$ cat src/rtl/rr_mux_arbiter.sv
// Round-robin arbiter for four requesters that steers the winner's data bit onto data_out.
// An owner keeps the grant for at most MAX_HOLD consecutive cycles before it is rearbitrated.
module rr_mux_arbiter #(
  parameter int unsigned MAX_HOLD = 4
) (
  input  logic       clk,
  input  logic       reset,
  input  logic [3:0] req,
  input  logic [3:0] data_in,
  output logic [3:0] grant,
  output logic [1:0] select_lines,
  output logic       data_out,
  output logic       valid
);

  typedef enum logic {IDLE, GRANT} state_t;

  localparam logic [3:0] HOLD_LIMIT = 4'(MAX_HOLD);

  state_t     state_q, state_d;
  logic [1:0] last_q, last_d;
  logic [3:0] cnt_q, cnt_d;
  logic [1:0] sel_d;
  logic [3:0] grant_d;
  logic       valid_d;
  logic [2:0] pick_idle, pick_rearb;

  // Returns {found, index} of the first request after base, wrapping round to base itself last.
  function automatic logic [2:0] rr_pick(input logic [1:0] base, input logic [3:0] r);
    logic [2:0] res;
    logic [1:0] idx;
    res = 3'b000;
    for (int k = 4; k >= 1; k--) begin
      idx = base + 2'(k);
      if (r[idx]) res = {1'b1, idx};
    end
    return res;
  endfunction

  function automatic logic [3:0] one_hot(input logic [1:0] idx);
    return 4'b0001 << idx;
  endfunction

  assign pick_idle  = rr_pick(last_q, req);
  assign pick_rearb = rr_pick(select_lines, req);

  always_comb begin
    state_d = state_q;
    last_d  = last_q;
    cnt_d   = cnt_q;
    sel_d   = select_lines;
    grant_d = grant;
    valid_d = valid;
    case (state_q)
      IDLE: begin
        if (pick_idle[2]) begin
          state_d = GRANT;
          sel_d   = pick_idle[1:0];
          cnt_d   = 4'd1;
          grant_d = one_hot(pick_idle[1:0]);
          valid_d = 1'b1;
        end
      end
      GRANT: begin
        if (req[select_lines] && (cnt_q < HOLD_LIMIT)) begin
          cnt_d = cnt_q + 4'd1;
        end else begin
          // Owner released or used up its slot: hand over in the same edge, or fall idle.
          last_d = select_lines;
          if (pick_rearb[2]) begin
            sel_d   = pick_rearb[1:0];
            cnt_d   = 4'd1;
            grant_d = one_hot(pick_rearb[1:0]);
          end else begin
            state_d = IDLE;
            grant_d = 4'b0000;
            valid_d = 1'b0;
          end
        end
      end
      default: begin
        state_d = IDLE;
        grant_d = 4'b0000;
        valid_d = 1'b0;
      end
    endcase
  end

  always_ff @(posedge clk or posedge reset) begin
    if (reset) begin
      state_q      <= IDLE;
      last_q       <= 2'd3;
      cnt_q        <= 4'd0;
      select_lines <= 2'd0;
      grant        <= 4'b0000;
      valid        <= 1'b0;
    end else begin
      state_q      <= state_d;
      last_q       <= last_d;
      cnt_q        <= cnt_d;
      select_lines <= sel_d;
      grant        <= grant_d;
      valid        <= valid_d;
    end
  end

  assign data_out = valid & data_in[select_lines];

endmodule

$ cat config.mk
export PLATFORM = sky130hd
export DESIGN_NAME = rr_mux_arbiter
export DESIGN_NICKNAME = d
export VERILOG_FILES = /design/src/rtl/rr_mux_arbiter.sv
export SDC_FILE = /design/constraint.sdc
export NUM_CORES = 1
export LEC_CHECK = 0
export CELL_PAD_IN_SITES_DETAIL_PLACEMENT = 0
export CELL_PAD_IN_SITES_GLOBAL_PLACEMENT = 1
export CORE_MARGIN = 4
export CORE_UTILIZATION = 35
export DETAILED_ROUTE_END_ITERATION = 8
export PLACE_DENSITY = 0.79
export SYNTH_ARGS = -nofsm -noshare
export SYNTH_HDL_FRONTEND = slang
export SYNTH_SLANG_ARGS = --single-unit
$ cat constraint.sdc
create_clock -name clk -period 5.1 [get_ports clk]
set_input_delay 0.765 -clock clk [delete_from_list [all_inputs] [get_ports clk]]
set_output_delay 0.765 -clock clk [all_outputs]
set_load 0.03 [all_outputs]
==> reports/metrics.csv, run 1 <==
metric;value;unit
arrival;2.37;ns
num-fill-cells;247;
p_leak;0.413;nW
hold_start;cnt_q[0];
die_h;57.3;um
place_area;1040;um2
antenna_cells;0;
wl_per_cell;14.0;um
start_util;37.7;%
dp_hpwl;1390;um
cpMaxStageDelayCell;clkdlybuf4s50_1;
stdcell_area;1070;um2
reg2reg_depth;5;
syn_area;850;um2
final_cell_mix;17 x clkdlybuf4s50_1, 12 x dfrtp_1, 7 x nor2_1, 7 x nand2b_1;
finalClockSkew;0.00829;ns
final_antenna_net_count;0;
drive_gt1_share;11.8;%
rows;17;
synth.net_count;94;
die_area;3280;um2
viasPerCell;5.35;
clkTransAtPathRegs;0.07;ns
min_period_over_period;61.5;%
overflow;0;
gp_congestion;0.817;
p_per_area;576;nW/um2
fin_setup_tns;0;ns
fmax;319;MHz
synth.avg_cell_area;10.2;um2
regArea;353;um2
cts_buffers;3;
multiInputGateArea;463;um2
mostFrequentLayoutCell;clkdlybuf4s50_1;
drv_slew;0;
synth_top_flop_cell;dfrtp_1;
critPathTopFamily;buffers and inverters;
synth_edf_count;0;
drtIter0Drc;14;
r2r_start;select_lines[0];
cp_common_cell;clkdlybuf4s50_1;
worstHoldPathCells;1;
totalWireLength;1820;um
max_stage_delay;0.59;ns
gr-usage-all-layers;12.5;%
dieWidth;57.3;um
max-cap-violations;0;
crit_path_max_fanout;1;
hold_path_end;cnt_q[0];
min_path_type;flip-flop to flip-flop;
grt_start_max_net_pins;15;
ioPinCount;18;
port_buffers;17;
area_growth;25.5;%
max_slew_margin;64.9;%
finalPower;614;uW
cts_hold_buffers;0;
worst_slew_pin_slew;0.526;ns
htree_levels;1;
grt_pass1_vias;667;
irDropWorstVdd;372;uV
path_buf_inv;2;
endpoint_kind;output port;
ys_seq_area_share;41.5;%
worst-r2r-setup-slack;3.20;ns
synth_cell_type_count;33;
setup_viol;0;
path_cells;clkdlybuf4s50_1 > mux4_2 > and2_1 > clkdlybuf4s50_1;
ys_warn_count;0;
r2r-end;select_lines[1];
finalHoldViolCount;0;
min_period;3.13;ns
cp-start-kind;input pin;
core_area;2250;um2
num_vias;695;
critPathRequiredTime;4.34;ns
tritoncts;done;
syn-instance-count;83;
grt_pass1_wl;3210;um
post-cts-setup-buffers;0;
drc;0;
status;complete, no violations;
clockBufferDepth;2;
nets;114;
cts-root-buf;clkbuf_4;
finish.utilization;47.3;%
clock_latency;0.28;ns
clock_sinks;14;
firstDrtPassIters;4;
post_cts_resized;0;
antenna_found_initial;0;
async_flop_share;100;%
rsz0062_at_grt;false;
ys_ff_latch;14;
crit_type;input pin to output port;
==> cell type report <==
cell class	count	share of cell area, %
clock buffers	4	2.46
multi-input cells	62	43.4
repair buffers	17	16.0
inverters	5	1.76
flip-flops and latches	14	33.1
well taps	28	3.29
==> synth_stat cells (all sizes together) (2+ instances only) <==
library cell | number | share of area [%]
nor2 | 7 | 3.1
a21oi | 6 | 4.9
o211ai | 3 | 2.7
inv | 5 | 2.2
a31oi | 4 | 2.9
and2 | 2 | 1.5
dfstp | 2 | 6.2
a22o | 2 | 2.1
o21a | 4 | 3.5
nand2 | 4 | 1.8
nand2b | 7 | 5.2
mux4 | 2 | 5.3
o21ai | 4 | 2.4
o221ai | 2 | 2.8
dfrtp | 12 | 35
nor2b | 2 | 1.5
==> per-stage QoR <==
| stage | worst slack (ns) | hold WS (ns) | cells |
|---|---|---|---|
| final | 1.97 | 0.478 | 130 |
| after global routing | 1.93 | 0.514 | 130 |
| after CTS | 1.95 | 0.483 | 130 |
| after detailed placement | 1.95 | 0.472 | 126 |
| after global placement | 1.98 | 0.464 | 126 |
| after floorplan | 2.88 | 0.446 | 83 |
==> cells by family after synthesis <==
kind of cell	after synthesis	synth area share (%)
flops	14	41.5
compound gates	29	25.0
simple gates	27	19.0
mux	4	7.81
buf+inv	7	3.98
fa+ha+maj	2	2.65
==> sequential cells by signal, summed over array words and instances, names as in the netlist <==
name          cells
last_q            2
cnt_q             4
grant             4
select_lines      2
valid             1
state_q           1
==> routing by layer <==
metal  wire [um]  GRT usage (%)  vias up  share of wire (%)
met4           0           1.99        0                  0
met1         876           17.3      332                 48
met2         839           18.8       16                 46
met5           0              0        -                  0
li1            -              -      347                  -
met3         105           4.98        0                5.8
==> where the power goes <==
| part | switching [mW] | total, mW | internal (mW) |
|---|---|---|---|
| combinational | 0.177 | 0.340 | 0.163 |
| sequential | 0.0471 | 0.209 | 0.162 |
| clock | 0.0342 | 0.0645 | 0.0303 |
| total | 0.259 | 0.614 | 0.355 |
==> worst register-to-register path: cells and delay by family, from the launching register on <==
kind | cells | cell delay (ns)
muxes | 1 | 0.57
AOI/OAI and AO/OA | 2 | 0.26
and+or+nand+nor | 2 | 0.45
DFF | 1 | 0.53
==> how the worst max path moves through the flow <==
| stage | endpoint | cells past startpoint | slack [ns] | from |
|---|---|---|---|---|
| finish | data_out | 4 | 1.97 | data_in[2] |
| global route | data_out | 4 | 1.93 | data_in[3] |
| CTS | data_out | 4 | 1.95 | data_in[1] |
| detailed placement | data_out | 4 | 1.95 | data_in[3] |
| global placement | data_out | 4 | 1.98 | data_in[3] |
| floorplan | data_out | 2 | 2.88 | data_in[3] |
(Power assumes the default switching activity.)
==> run 2, diff against run 1 <==
--- a/config.mk
+++ b/config.mk
@@ -8,9 +8,9 @@
 export CELL_PAD_IN_SITES_DETAIL_PLACEMENT = 0
 export CELL_PAD_IN_SITES_GLOBAL_PLACEMENT = 1
 export CORE_MARGIN = 4
-export CORE_UTILIZATION = 35
+export CORE_UTILIZATION = 34
 export DETAILED_ROUTE_END_ITERATION = 8
-export PLACE_DENSITY = 0.79
+export PLACE_DENSITY = 0.8
 export SYNTH_ARGS = -nofsm -noshare
 export SYNTH_HDL_FRONTEND = slang
 export SYNTH_SLANG_ARGS = --single-unit
==> constraint.sdc (replaced) <==
create_clock -name clk -period 2.6 [get_ports clk]
set_input_delay 0.39 -clock clk [delete_from_list [all_inputs] [get_ports clk]]
set_output_delay 0.39 -clock clk [all_outputs]
set_load 0.03 [all_outputs]
==> run 2 against run 1 <==
Highest routed layer is now met4. Cell area increased by 2.9%. Non-clock buffer count rose by 4. Sequential cell count did not move. Clock power increased by 94%. Count of clock-buffer cells in the layout stayed put.
==> reports/metrics.csv, run 2 (synthesis gave the netlist of run 1 again) <==
metric;value;unit
status;complete, no violations;
start_util;37.0;%
fmax;419;MHz
clkTransAtPathRegs;0.08;ns
crit_type;flip-flop to output port;
cts_buffers;3;
critPathRequiredTime;2.21;ns
drc;0;
port_buffers;17;
grt_pass1_wl;3260;um
max_slew_margin;65.1;%
overflow;0;
max-cap-violations;0;
htree_levels;1;
post_cts_resized;0;
tritoncts;done;
setup_viol;0;
area_growth;29.2;%
rows;17;
crit_path_max_fanout;7;
post-cts-setup-buffers;0;
arrival;2.00;ns
grt_start_max_net_pins;15;
multiInputGateArea;463;um2
finalClockSkew;0.00377;ns
drtIter0Drc;15;
stdcell_area;1100;um2
p_per_area;1100;nW/um2
finalHoldViolCount;0;
min_path_type;input pin to asynchronous set/reset pin;
die_area;3360;um2
cts-root-buf;clkbuf_4;
dp_hpwl;1460;um
totalWireLength;1800;um
antenna_cells;0;
p_leak;0.432;nW
viasPerCell;5.37;
final_antenna_net_count;0;
dieWidth;58.0;um
place_area;1070;um2
drive_gt1_share;16.0;%
clock_latency;0.28;ns
antenna_found_initial;0;
clock_sinks;14;
largest_registers;cnt_q (4), grant (4);
core_area;2300;um2
fin_setup_tns;0;ns
num_vias;719;
min_period;2.39;ns
worst_slew_pin_slew;0.524;ns
cts_hold_buffers;0;
ioPinCount;18;
die_h;58.0;um
num-fill-cells;230;
regArea;354;um2
final_cell_mix;17 x clkdlybuf4s50_1, 11 x dfrtp_1, 7 x nor2_1, 7 x nand2b_1;
cp-start-kind;flip-flop;
rsz0062_at_grt;false;
reg2reg_depth;5;
endpoint_kind;output port;
gp_congestion;0.757;
mostFrequentLayoutCell;clkdlybuf4s50_1;
irDropWorstVdd;629;uV
drv_slew;0;
min_period_over_period;91.8;%
whs;0.440;ns
firstDrtPassIters;4;
wl_per_cell;13.4;um
gr-usage-all-layers;12.6;%
grt_pass1_vias;708;
clockBufferDepth;2;
nets;118;
run 2: cell types whose count changed in the layout (fill, tap and decap cells not counted), sizes merged:
cell,change
buf,+4
run 2: final cells by class:
cell class | instances | area share [%]
clock buffers | 4 | 2.39
inverters | 5 | 1.71
multi-input cells | 62 | 42.2
flip-flops and latches | 14 | 32.3
well taps | 28 | 3.19
repair buffers | 21 | 18.2
run 2: worst paths after layout:
path,start,endpoint,slack (ns)
max in group asynchronous,reset,select_lines[0],1.78
min reg2reg,cnt_q[0],cnt_q[0],0.48
max,select_lines[0],data_out,0.21
max reg2reg,select_lines[0],select_lines[1],0.81
min,reset,grant[2],0.44
min in group clk,cnt_q[0],cnt_q[0],0.48
run 2: power breakdown:
group | internal (mW) | switching, mW
logic | 0.324 | 0.346
clock network | 0.0595 | 0.0650
registers | 0.320 | 0.0932
run 2: critical path, stage by stage (launching register included):
cell and delay, ns:
dfrtp_2 0.46, mux4_2 0.50, and2_1 0.16, clkdlybuf4s50_1 0.59
run 2: per-layer routing:
| layer | routed length (um) | up-vias | global-route usage, % |
|---|---|---|---|
| met5 | 0 | - | 0 |
| met4 | 16 | 0 | 3.97 |
| met3 | 117 | 2 | 4.90 |
| met2 | 860 | 18 | 19.7 |
| met1 | 804 | 346 | 15.8 |
| li1 | - | 353 | - |
run 2: through the flow:
step | worst slack (ns) | total power [mW] | instances | utilization, %
after floorplan | 0.704 | 0.876 | 83 | -
after global placement | 0.227 | 1.08 | 130 | 46.6
after detailed placement | 0.209 | 1.10 | 130 | 46.6
after CTS | 0.0826 | 1.23 | 134 | 47.7
after global routing | 0.111 | 1.32 | 134 | 47.8
final | 0.213 | 1.21 | 134 | 47.8
==> patch (settings of run 2) <==
Make the reset (`reset`) synchronous in one clocked block.
--- a/src/rtl/rr_mux_arbiter.sv
+++ b/src/rtl/rr_mux_arbiter.sv
@@ -86,7 +86,7 @@
     endcase
   end
 
-  always_ff @(posedge clk or posedge reset) begin
+  always_ff @(posedge clk) begin
     if (reset) begin
       state_q      <= IDLE;
       last_q       <= 2'd3;
Behaviour: differs if reset is asserted again (counterexample within 4 cycles, from zero or initial values and one cycle with reset high); with reset held inactive, the same outputs for 10 cycles.
==> patch against run 2 <==
  * Worst setup slack got worse by 0.044 ns
  * Final area fell by 0.68%
  * Routed wire length rose by 10%
  * Critical path depth rose by 1
  * Critical endpoint unchanged
  * Sequential cell count did not move
  * Core utilization rose by 0.12 points
  * Area after synthesis fell by 1.9%
Power is not compared: it rests on default switching activity, and its combinational part moved more than twofold at a synthesized area within 25%.
==> patch: results (changes against run 2) <==
num sequential 14 (unchanged); layout filler cell count 221 (-3.9%); fraction of area in registers 0.257 (-0.0655); vias in the first global route 747 (+5.5%); routing usage on met3 0.0430 (-0.00601); FFs w/ async S/R, synth 0 (-1.00); layout cells sized above 1 0.174 (+0.0135); Clock buf/inv share 0.0207 (-0.00328); Synth area leaders dfxtp_1, nor2_1, nand2b_1; placed wire-length estimate 1540 um (+5.4%); worst slack at placement 0.151 ns (-0.0587 ns); Non-clock buffering overhead 0.211 (+0.0288); met1 usage 0.163 (+0.00504); WL met2 896 um (+4.2%); top layer in use met3; status finished, final reports clean; nets 128 (+8.5%); Non-clk bufs 25 (+19%); sequential fraction of the synthesis area 0.336 (-0.0790); fraction of area in multi-input gates 0.472 (+0.0500); Clock Skew 0.00556 ns (+0.00180 ns); worst path arrival time 2.04 ns (+0.04 ns); met2 Use GR 0.202 (+0.00484); Total GRT Usage 0.125 (about the same); post-synthesis net count 101 (+7.4%); Tightest Pin Transition 0.527 ns (+0.00374 ns); Final GP Congestion 0.787 (+4.0%); Max FO, Critical Path 1 (-6); Hold Crit Class reg2reg; largest net degree at the start of global routing 16 (+1); Vias 780 (+8.5%); met3 WL 129 um (+10%); clock buffers 3 (-1); met1 wire length 954 um (+19%); Non-clk invs 2 (-3)
-- patch: cell families (layout without fill, tap and decap cells) --
family | Yosys count | count (layout) | synth area share
AOI/OAI and AO/OA | 27 | 27 | 0.261
and+or+nand+nor | 40 | 40 | 0.270
buffers and inverters | 5 | 30 | 0.0465
adders and majority gates | 1 | 1 | 0.0150
muxes | 3 | 3 | 0.0706
DFF | 14 | 14 | 0.336
-- patch: stage by stage --
stage	hold WS, ns	area [sq um]	instances
after floorplan	0.444	833	90
after global placement	0.462	1070	140
after detailed placement	0.470	1070	140
after CTS	0.483	1090	143
after global routing	0.488	1090	143
final	0.478	1090	143
-- patch: worst paths after layout --
| check | from | cells past startpoint | to | slack, ns |
|---|---|---|---|---|
| setup / recovery | data_in[1] | 4 | data_out | 0.17 |
| hold / removal | cnt_q[3] | 1 | cnt_q[3] | 0.48 |
| setup reg to reg | select_lines[0] | 6 | grant[3] | 0.66 |
| hold reg to reg | cnt_q[3] | 1 | cnt_q[3] | 0.48 |
